$ cat config.mk
export PLATFORM = sky130hd
export DESIGN_NAME = sfq_pulse_arbiter
export DESIGN_NICKNAME = d
export VERILOG_FILES = /design/src/rtl/sfq_arb_pkg.sv /design/src/rtl/sfq_pulse_counter.sv /design/src/rtl/sfq_pulse_arbiter.sv
export SDC_FILE = /design/constraint.sdc
export NUM_CORES = 1
export LEC_CHECK = 0
export ABC_CLOCK_PERIOD_IN_PS = 2800
export BUFFER_PORTS_ARGS = -buffer_cell sky130_fd_sc_hd__buf_2
export CAP_MARGIN = 10
export CORE_MARGIN = 3
export CORE_UTILIZATION = 28
export CTS_CLUSTER_DIAMETER = 100
export DETAILED_ROUTE_END_ITERATION = 6
export HOLD_SLACK_MARGIN = 0.05
export PLACE_DENSITY_LB_ADDON = 0.25
export SYNTH_ARGS = -nofsm -noshare
export SYNTH_HDL_FRONTEND = slang
export SYNTH_SLANG_ARGS = --single-unit
$ cat constraint.sdc
create_clock -name clk -period 2.8 [get_ports clk]
set_input_delay 0.56 -clock clk [delete_from_list [all_inputs] [get_ports clk]]
set_output_delay 0.56 -clock clk [all_outputs]
set_load 0.03 [all_outputs]
$ cat src/rtl/sfq_arb_pkg.sv
// Shared types, default parameters and the round-robin search helper.
package sfq_arb_pkg;

  typedef enum logic [1:0] {
    IDLE     = 2'd0,
    ISSUE    = 2'd1,
    WAIT_ACK = 2'd2,
    GAP      = 2'd3
  } state_t;

  localparam int unsigned NUM_REQ_DEF     = 4;
  localparam int unsigned CNT_W_DEF       = 3;
  localparam int unsigned GAP_CYCLES_DEF  = 5;
  localparam int unsigned ACK_TIMEOUT_DEF = 8;
  localparam int unsigned MAX_REQ         = 8;

  // Returns {found, index}: first set bit of nz at or after ptr, wrapping within n.
  function automatic logic [3:0] rr_pick(input logic [MAX_REQ-1:0] nz,
                                         input logic [2:0]         ptr,
                                         input int unsigned        n);
    logic [3:0] res;
    logic [2:0] idx;
    res = 4'b0000;
    for (int unsigned k = 0; k < MAX_REQ; k++) begin
      if (!res[3] && (k < n)) begin
        idx = 3'((32'(ptr) + k) % n);
        if (nz[idx]) res = {1'b1, idx};
      end
    end
    return res;
  endfunction

endpackage

$ cat src/rtl/sfq_pulse_counter.sv
// Toggle-edge detector feeding a saturating pending counter with sticky overflow.
module sfq_pulse_counter
  import sfq_arb_pkg::*;
#(
  parameter int unsigned CNT_W = CNT_W_DEF
) (
  input  logic             clk,
  input  logic             rst_n,
  input  logic             req_tgl,
  input  logic             dec,
  output logic [CNT_W-1:0] count,
  output logic             overflow
);

  localparam logic [CNT_W-1:0] CNT_MAX = {CNT_W{1'b1}};

  logic prev;
  logic ev;

  assign ev = req_tgl ^ prev;

  // Count events up, grants down; a simultaneous event and grant cancel out.
  always_ff @(posedge clk or negedge rst_n) begin
    if (!rst_n) begin
      prev     <= 1'b0;
      count    <= '0;
      overflow <= 1'b0;
    end else begin
      prev <= req_tgl;
      if (ev && !dec) begin
        if (count == CNT_MAX) overflow <= 1'b1;
        else                  count    <= count + CNT_W'(1);
      end else if (dec && !ev) begin
        count <= count - CNT_W'(1);
      end
    end
  end

endmodule

$ cat src/rtl/sfq_pulse_arbiter.sv
// Round-robin scheduler sharing one pulse splitter between toggle-encoded requesters.
module sfq_pulse_arbiter
  import sfq_arb_pkg::*;
#(
  parameter int unsigned NUM_REQ     = NUM_REQ_DEF,
  parameter int unsigned CNT_W       = CNT_W_DEF,
  parameter int unsigned GAP_CYCLES  = GAP_CYCLES_DEF,
  parameter int unsigned ACK_TIMEOUT = ACK_TIMEOUT_DEF
) (
  input  logic                       clk,
  input  logic                       rst_n,
  input  logic [NUM_REQ-1:0]         req_tgl,
  output logic                       issue_tgl,
  input  logic                       ack1_tgl,
  input  logic                       ack2_tgl,
  output logic                       grant_valid,
  output logic [$clog2(NUM_REQ)-1:0] grant_id,
  output logic                       busy,
  output logic [NUM_REQ-1:0]         overflow,
  output logic                       timeout_err,
  output logic                       spurious_err
);

  localparam int unsigned ID_W  = $clog2(NUM_REQ);
  localparam int unsigned TMR_W = $clog2(ACK_TIMEOUT + 1);
  localparam int unsigned GAP_W = $clog2(GAP_CYCLES + 1);

  state_t state, state_n;

  logic [CNT_W-1:0]   count [NUM_REQ];
  logic [NUM_REQ-1:0] dec;
  logic [MAX_REQ-1:0] nz;
  logic [3:0]         pick;

  logic [ID_W-1:0]  winner, winner_n;
  logic [ID_W-1:0]  ptr, ptr_n;
  logic [TMR_W-1:0] timer, timer_n;
  logic [GAP_W-1:0] gap_cnt, gap_cnt_n;
  logic             seen1, seen1_n, seen2, seen2_n;
  logic             prev_a1, prev_a2, a1, a2, both;
  logic             issue_n, grant_valid_n, busy_n, timeout_n, spurious_n;
  logic [ID_W-1:0]  grant_id_n;

  for (genvar i = 0; i < NUM_REQ; i++) begin : g_cnt
    sfq_pulse_counter #(.CNT_W(CNT_W)) u_cnt (
      .clk      (clk),
      .rst_n    (rst_n),
      .req_tgl  (req_tgl[i]),
      .dec      (dec[i]),
      .count    (count[i]),
      .overflow (overflow[i])
    );
  end

  assign a1   = ack1_tgl ^ prev_a1;
  assign a2   = ack2_tgl ^ prev_a2;
  assign both = (seen1 | a1) & (seen2 | a2);

  // Nonzero map of pending counters and the round-robin winner from ptr.
  always_comb begin
    nz = '0;
    for (int i = 0; i < int'(NUM_REQ); i++) nz[i] = (count[i] != '0);
    pick = rr_pick(nz, 3'(ptr), NUM_REQ);
  end

  // Decrement the latched winner's counter in the ISSUE cycle.
  always_comb begin
    dec = '0;
    for (int i = 0; i < int'(NUM_REQ); i++)
      if ((state == ISSUE) && (winner == ID_W'(i))) dec[i] = 1'b1;
  end

  // State register.
  always_ff @(posedge clk or negedge rst_n) begin
    if (!rst_n) state <= IDLE;
    else        state <= state_n;
  end

  // Next-state logic.
  always_comb begin
    state_n = state;
    unique case (state)
      IDLE:     if (pick[3]) state_n = ISSUE;
      ISSUE:    state_n = WAIT_ACK;
      WAIT_ACK: if (both || (timer == TMR_W'(ACK_TIMEOUT - 1))) state_n = GAP;
      GAP:      if (gap_cnt == GAP_W'(GAP_CYCLES - 1)) state_n = IDLE;
      default:  state_n = IDLE;
    endcase
  end

  // Next values for the datapath and registered outputs.
  always_comb begin
    winner_n      = winner;
    ptr_n         = ptr;
    timer_n       = timer;
    gap_cnt_n     = gap_cnt;
    seen1_n       = seen1;
    seen2_n       = seen2;
    issue_n       = issue_tgl;
    grant_valid_n = 1'b0;
    grant_id_n    = grant_id;
    timeout_n     = timeout_err;
    spurious_n    = spurious_err;
    busy_n        = (state_n != IDLE);
    // Any ack edge outside WAIT_ACK is unexpected.
    if ((state != WAIT_ACK) && (a1 || a2)) spurious_n = 1'b1;
    unique case (state)
      IDLE: begin
        if (pick[3]) winner_n = ID_W'(pick[2:0]);
      end
      ISSUE: begin
        issue_n       = ~issue_tgl;
        grant_valid_n = 1'b1;
        grant_id_n    = winner;
        ptr_n         = (winner == ID_W'(NUM_REQ - 1)) ? '0 : winner + ID_W'(1);
        seen1_n       = 1'b0;
        seen2_n       = 1'b0;
        timer_n       = '0;
      end
      WAIT_ACK: begin
        seen1_n   = seen1 | a1;
        seen2_n   = seen2 | a2;
        timer_n   = timer + TMR_W'(1);
        gap_cnt_n = '0;
        if ((a1 && seen1) || (a2 && seen2)) spurious_n = 1'b1;
        if (!both && (timer == TMR_W'(ACK_TIMEOUT - 1))) timeout_n = 1'b1;
      end
      GAP: begin
        gap_cnt_n = gap_cnt + GAP_W'(1);
      end
      default: ;
    endcase
  end

  // Datapath and output registers.
  always_ff @(posedge clk or negedge rst_n) begin
    if (!rst_n) begin
      winner       <= '0;
      ptr          <= '0;
      timer        <= '0;
      gap_cnt      <= '0;
      seen1        <= 1'b0;
      seen2        <= 1'b0;
      prev_a1      <= 1'b0;
      prev_a2      <= 1'b0;
      issue_tgl    <= 1'b0;
      grant_valid  <= 1'b0;
      grant_id     <= '0;
      busy         <= 1'b0;
      timeout_err  <= 1'b0;
      spurious_err <= 1'b0;
    end else begin
      winner       <= winner_n;
      ptr          <= ptr_n;
      timer        <= timer_n;
      gap_cnt      <= gap_cnt_n;
      seen1        <= seen1_n;
      seen2        <= seen2_n;
      prev_a1      <= ack1_tgl;
      prev_a2      <= ack2_tgl;
      issue_tgl    <= issue_n;
      grant_valid  <= grant_valid_n;
      grant_id     <= grant_id_n;
      busy         <= busy_n;
      timeout_err  <= timeout_n;
      spurious_err <= spurious_n;
    end
  end

endmodule

==> out/results.txt, run 1 <==
The tools report the starting utilization of the core area as 0.293. The total number of vias was 1528; the slew at the pin closest to its max-slew limit was 521 ps. The run gives 24 as the maximum number of pins on one net before global-route repair. The logs give 0.476 GHz for the maximum clock frequency and 13.3 ps for the final setup skew. The power density over the cells works out to 1110 nW/um^2. The met1 capacity usage during global routing was 0.122; the total negative setup slack was 0 ps.

The detailed placer's ending HPWL is 3020 um, and the die height is 96.7 um. The arrival time of the worst setup path came out at 2290 ps. Number of setup violations in the final report: 0. For this run the aggregate overflow at the end of global routing stands at 0. The logs give 0.478 for the portion of the post-synthesis area used by sequential elements and 0 for the antenna cell count.

The wire length of the first global-routing pass is 7200 um, and the post-detailed-routing wire length is 3970 um. The global-route met3 utilization is 0.0267, and the hold buffer count at cts is 0. Clock buffer count from CTS: 5. For the number of max-slew violations in the final report, the log shows 0. When the netlist entered floorplanning its net count stood at 231. Routability-driven placement finished with a final weighted congestion of 0.804.

Data on the critical path is required at its endpoint by 2990 ps. The classification of the worst-slack hold path is input pin to async pin. The tree is rooted in a clkbuf_8. The busiest layer in global routing is met2. The first-pass iteration count of the detailed router is 4.

After clock tree synthesis, the clock-pin slew on the worst setup and hold paths is 90 ps. Type of origin of the critical path: a register. In this run the cell area of the synthesized design comes to 2300 sq um. The via count of the first global-routing pass is 1575.

TritonCTS built the clock tree. A synthesized cell averages 11.1 sq um. The area growth from synthesis to layout is 13.5%. STA classifies the critical path endpoint as a register. In this run the critical register-to-register path is launched from state[1]$_DFF_PN0_. Number of remaining DRC errors: 0.

Clock latency on the worst-skew pair, taken at its later pin, is 300 ps. The logs give 0.0917 for the global-route usage over all layers and 7850 sq um for the total core area. For the synthesized instance count, the log shows 207.

The worst register-to-register path ends at g_cnt[2].u_cnt.count[1]$_DFFE_PN0P_. The number of buffers between clock root and the deepest sink was 2; the pre-CTS worst setup slack was 681 ps. The logs give 0 for the hold violation count in the final report and 0 for the number of buffers inserted to repair setup after CTS. The detail route stage leaves a number of antenna-violating nets equal to 0. The cell depth of the worst flop-to-flop path was 6; the routed via count divided by cell count was 4.63. The logs give 44 for the number of sinks driven by the clock tree and 0 for the max-cap check violation count. Reg2reg setup slack: 700 ps.

Yosys printed 0 warnings. The critical-path maximum fanout is 11. Setup repair after global routing left no endpoint under its margin. The initial antenna violation count is 0, and the layout cell share with drive strength beyond 1 is 0.184. The flow ran to the end, and the final reports show no timing, DRC or antenna violations. The final layout contains 251 nets. The final critical-path share of the clock period was 0.750; the number of primary I/O pins was 19. The highest ir drop seen on vdd was 0.297 mV.

The H-tree generated during clock tree synthesis spans 2 levels. In the post-route analysis, the smallest setup slack over all paths is 700 ps. After detailed routing, the average wire length per cell comes to 12.0 um. For this run, the leading register cell type out of synthesis is dfrtp_1. In this run the core area contains 32 standard-cell rows. The count of port buffers added during placement was 18; the overall die width was 96.7 um.

Yosys mapped a number of flops with a built-in enable equal to 0. The category of the critical setup timing path was register to register. The headroom to the max-slew limit is 0.653, and the post-route minimum period is 2100 ps. The tools report the number of cells upsized or downsized after cts as 0.

Counting flops and latches in the post-synthesis netlist gives 44. Number of distinct standard cells referenced by the synthesized netlist: 40. The first routing iteration left 51 violations. The async set-reset flop share out of synthesis came out at 1.00. The tools report the leakage power as 1.13 nW. The die covers 9350 sq um. The run gives 0.148 as the met2 track demand over resource in global routing.
[layout make-up]
class / instances / area [sq um]
fillers: 833 / 5230
multi-input cells: 146 / 1120
flip-flops and latches: 44 / 1100
well taps: 102 / 128
repair buffers: 20 / 105
clock buffers: 6 / 82.6
clock inverters: 2 / 38.8
inverters: 10 / 37.5
[power breakdown]
| group | switching (W) | internal, W |
|---|---|---|
| clock | 0.000222 | 0.000292 |
| sequential | 0.000249 | 0.000882 |
| combinational | 0.000715 | 0.000551 |
[worst max-delay path, cell delays in order, from the launching register on]
cell and delay (ps):
dfrtp_1 410, inv_1 120, ha_1 450, nand2_1 170, nand2_1 140, fa_1 410
mux2_1 300
[state kept, by name, summed over array words and instances, names as in the netlist, 3 cells and up]
register	count
g_cnt.u_cnt.prev	4
gap_cnt	3
g_cnt.u_cnt.count	12
timer	4
g_cnt.u_cnt.overflow	4
[how the worst max path moves through the flow]
| stage | startpoint | endpoint | slack (ps) | cells after the start |
|---|---|---|---|---|
| after CTS | state[1]$_DFF_PN0_ | g_cnt[2].u_cnt.count[1]$_DFFE_PN0P_ | 680 | 6 |
| after detailed placement | state[1]$_DFF_PN0_ | g_cnt[2].u_cnt.count[1]$_DFFE_PN0P_ | 680 | 6 |
| after global routing | state[1]$_DFF_PN0_ | g_cnt[2].u_cnt.count[2]$_DFFE_PN0P_ | 460 | 8 |
| final | state[1]$_DFF_PN0_ | g_cnt[2].u_cnt.count[1]$_DFFE_PN0P_ | 700 | 6 |
| after floorplan | state[1]$_DFF_PN0_ | g_cnt[3].u_cnt.count[2]$_DFFE_PN0P_ | 1000 | 8 |
| after global placement | state[1]$_DFF_PN0_ | g_cnt[3].u_cnt.count[1]$_DFFE_PN0P_ | 740 | 6 |
[per-layer routing]
layer | share of wire | vias to the layer above
met5 | 0 | -
met4 | 0.011 | 0
met3 | 0.035 | 5
met2 | 0.47 | 21
met1 | 0.49 | 740
li1 | - | 762
[synthesized netlist by cell type, drive strengths merged (3+ instances only)]
master	number	area, sq um
o21bai	4	30.0
o22ai	3	18.8
fa	4	80.1
buf	5	35.0
o21ai	13	65.1
nor3	6	50.1
ha	12	150
nand3	15	75.1
or3	3	18.8
nor2	5	18.8
mux2	9	101
nor3b	4	30.0
nand2	20	75.1
a211oi	5	57.6
inv	10	37.5
xor2	15	131
xnor2	4	35.0
dfrtp	44	1100
a21boi	5	37.5
[through the flow]
step	utilization	area [sq um]	cells	hold slack [ps]	total power, W
6_report	0.333	2610	330	227	0.00291
2_1_floorplan	-	2300	207	264	0.00213
3_3_place_gp	0.318	2490	322	457	0.00241
5_1_grt	0.333	2610	330	263	0.00319
3_5_place_dp	0.318	2490	322	458	0.00243
4_1_cts	0.333	2610	330	251	0.00296
[logic make-up (layout without fill, tap and decap cells)]
kind of cell,after synthesis,after routing,share of synthesized area
mux,10,10,0.0484
xor+xnor,19,19,0.0723
fa+ha+maj,16,16,0.100
compound gates,44,44,0.138
buf+inv,17,38,0.0348
flops,44,44,0.478
simple gates,57,57,0.128
[cells in the final DEF, fill, tap and decap left out, types with 2 or more instances in the layout]
cell and instances:
a211oi_2 4, a21boi_0 5, a21oi_1 2, a22o_1 2, buf_2 18, buf_4 2
clkbuf_8 6, dfrtp_1 44, fa_1 4, ha_1 12, inv_1 10, mux2_1 4
mux2_2 5, nand2_1 20, nand3_1 15, nand3b_1 2, nor2_1 5, nor3_1 2
nor3_2 4, nor3b_1 4, o21a_1 2, o21ai_0 10, o21ai_1 3, o21bai_1 4
o22ai_1 3, or3_1 3, xnor2_1 4, xor2_1 15
Power figures use the tool's default switching activity.
==> inputs of run 2 (changes only) <==
- ABC_CLOCK_PERIOD_IN_PS: 2800 -> 1700
- clock period: 2.8 -> 1.7 ns (I/O delays scaled with it)
==> out/results.txt, run 2 (synthesis results as in run 1) <==
The flow ran to the end, but the final reports show violations. The final reports fail on negative setup slack. The via count of the first global-routing pass was 1715 (was 1575). The tools report the initial antenna violation count as 0 (unchanged). The count of port buffers added during placement was 18 (unchanged). The number of primary I/O pins came out at 19 (unchanged). The final standard cell count with taps included and fillers excluded is 367 (was 330), and the die height is 96.7 um (unchanged).

The tools report the pre-CTS worst setup slack as -163 ps (was 681 ps). The number of nets with antenna violations after detailed routing is 0 (unchanged), and the critical-path maximum fanout is 4 (was 11). The remaining global-route overflow came out at 0 (unchanged). The overall die width was 96.7 um (unchanged); the total number of vias was 1665 (was 1528). The layout cell share with drive strength beyond 1 was 0.411 (was 0.184); the first-pass iteration count of the detailed router was 4 (unchanged). The final critical-path share of the clock period is 1.02 (was 0.750), and the register cell area after layout is 1100 sq um (about the same). The routed via count divided by cell count is 4.54 (was 4.63), and the area of the multi-input gates is 1280 sq um (was 1120 sq um). The post-synthesis to final-layout area growth is 32.6% (was 13.5%), and the clock slew seen by the registers of the worst setup and hold paths is 90 ps (about the same).

The tools report the antenna cell count as 0 (unchanged). The max-cap check violation count came out at 0 (unchanged). The maximum clock frequency is 0.575 GHz (was 0.476 GHz), and the average wire per cell in the routed design is 12.2 um (was 12.0 um). The iteration-0 DRC count of the detailed router was 43 (was 51). The run gives 1.35 nW (was 1.13 nW) as the leakage power.

Setup repair after global routing could not meet its margin everywhere. The tools report the type of origin of the critical path as a register (unchanged). The tools report the kind of capture point of the worst setup path as a register (unchanged). The number of max-slew violations in the final report was 0 (unchanged); the slew at the pin closest to its max-slew limit was 343 ps (was 521 ps). The final setup skew came out at 12.4 ps (was 13.3 ps).

The run gives 2 (unchanged) as the H-tree level count. The run gives 45 (was 24) as the maximum number of pins on one net before global-route repair. The arrival time of the worst setup path was 1960 ps (was 2290 ps); the number of sinks driven by the clock tree was 44 (unchanged).

The number of placed instances with taps included was 350 (was 322). The number of remaining DRC errors came out at 0 (unchanged). The highest ir drop seen on vdd is 0.604 mV (was 0.297 mV), and the global-route usage over all layers is 0.101 (was 0.0917).

For the total negative setup slack, the log shows -132 ps (was 0 ps). The classification of the worst-slack hold path is input pin to register (was input pin to async pin). The setup slack after layout is -38.6 ps (was 700 ps), and the net count reported at finish is 288 (was 251). For the count of filler cells inserted in the layout, the log shows 806 (was 833). The logs give 2 (unchanged) for the number of buffers between clock root and the deepest sink and 0.784 (was 0.804) for the final weighted congestion in routability-driven placement. The logs give 1920 ps (was 2990 ps) for the required time of the critical path and 0 (unchanged) for the hold violation count in the final report. Highest-count cells in the layout ignoring fill and taps: 42 x dfrtp_1, 36 x buf_4, 18 x buf_2 (was 44 x dfrtp_1, 20 x nand2_1, 18 x buf_2). The run gives 4480 um (was 3970 um) as the post-detailed-routing wire length.

The wire length of the first global-routing pass is 7980 um (was 7200 um). The overall power of the completed layout came out at 0.00540 W (was 0.00291 W). The cell chosen for the clock root is clkbuf_8 (unchanged). The floorplan die area is 9350 sq um (unchanged), and the detailed placer's ending HPWL is 3190 um (was 3020 um). The number of flip-flops under the largest register name was 12 (unchanged); the clock buffer count from CTS was 5 (unchanged). The most common cell after layout, fill and taps aside was dfrtp_1 (unchanged). The power density over the cells works out to 1770 nW/um^2 (was 1110 nW/um^2). The category of the critical setup timing path is register to register (unchanged). TritonCTS built the clock tree. The headroom to the max-slew limit came out at 0.770 (was 0.653).

The starting utilization of the core area was 0.293 (unchanged). The number of setup violations in the final report came out at 4 (was 0). The clock latency of the later-clocked register in the worst-skew pair is 300 ps (about the same). The post-route minimum period is 1740 ps (was 2100 ps). The total core area came out at 7850 sq um (unchanged). The register with the highest flop count is g_cnt.u_cnt.count (unchanged). The number of standard-cell rows in the floorplan came out at 32 (unchanged).
==> run 2: cell count changes in the layout (fill, tap and decap cells not counted), sizes merged <==
cell | before | now
buf | 20 | 56
dlygate4sd3 | 0 | 1
clkinv | 1 | 2
bufinv | 1 | 0
==> run 2: metrics by stage <==
| stage | utilization | hold slack (ps) | cell area [sq um] |
|---|---|---|---|
| after global placement | 0.355 | 343 | 2790 |
| final | 0.389 | 171 | 3050 |
| after CTS | 0.380 | 161 | 2980 |
| after global routing | 0.389 | 156 | 3050 |
| after floorplan | - | 44.4 | 2360 |
| after detailed placement | 0.355 | 343 | 2790 |
==> run 2: repair_timing <==
item,CTS,global route
hold buffers,1,0
setup buffers,4,4
setup endpoints to repair,7,8
hold endpoints to repair,44,0
gates resized for setup,19,7
pin swaps,15,10
cloned,0,0
==> run 2: power by group <==
group,total (W),switching (W),internal (W)
registers,0.00189,0.000438,0.00146
logic,0.00282,0.00139,0.00143
clock network,0.000687,0.000362,0.000325
==> run 2: per-layer routing <==
metal / up-vias / track usage / wire length, um
met5: - / 0 / 0
met3: 2 / 0.0274 / 147
met4: 0 / 0.0205 / 8
li1: 838 / - / -
met1: 807 / 0.136 / 2100
met2: 18 / 0.165 / 2220
==> run 2: cell type report <==
cell class              instances  share of cell area
inverters                      10              0.0123
multi-input cells             146               0.419
clock inverters                 2             0.00328
well taps                     102              0.0418
flip-flops and latches         44               0.362
repair buffers                 57               0.134
clock buffers                   6              0.0271
==> run 2: critical path, cell delays in order, from the launching register on <==
cell and delay, ps:
dfrtp_2 450, inv_2 70, ha_4 170, nand2_4 70, nand2_4 50, fa_2 350
a21boi_2 170, a211oi_2 160, xor2_1 170
==> run 2: worst paths after layout <==
check                           slack, ps  depth (start not counted)                   from                                  end
worst max-delay path                  -40                          8  winner[0]$_DFFE_PN0P_  g_cnt[0].u_cnt.count[2]$_DFFE_PN0P_
worst min-delay path                  170                          1               ack2_tgl                    prev_a2$_DFF_PN0_
worst max register to register        -40                          8  winner[0]$_DFFE_PN0P_  g_cnt[0].u_cnt.count[2]$_DFFE_PN0P_
worst min register to register        470                          1  issue_tgl$_DFFE_PN0P_                issue_tgl$_DFFE_PN0P_
max in group asynchronous             920                          3                  rst_n                winner[1]$_DFFE_PN0P_
min in group asynchronous             550                          3                  rst_n  g_cnt[1].u_cnt.overflow$_DFFE_PN0P_
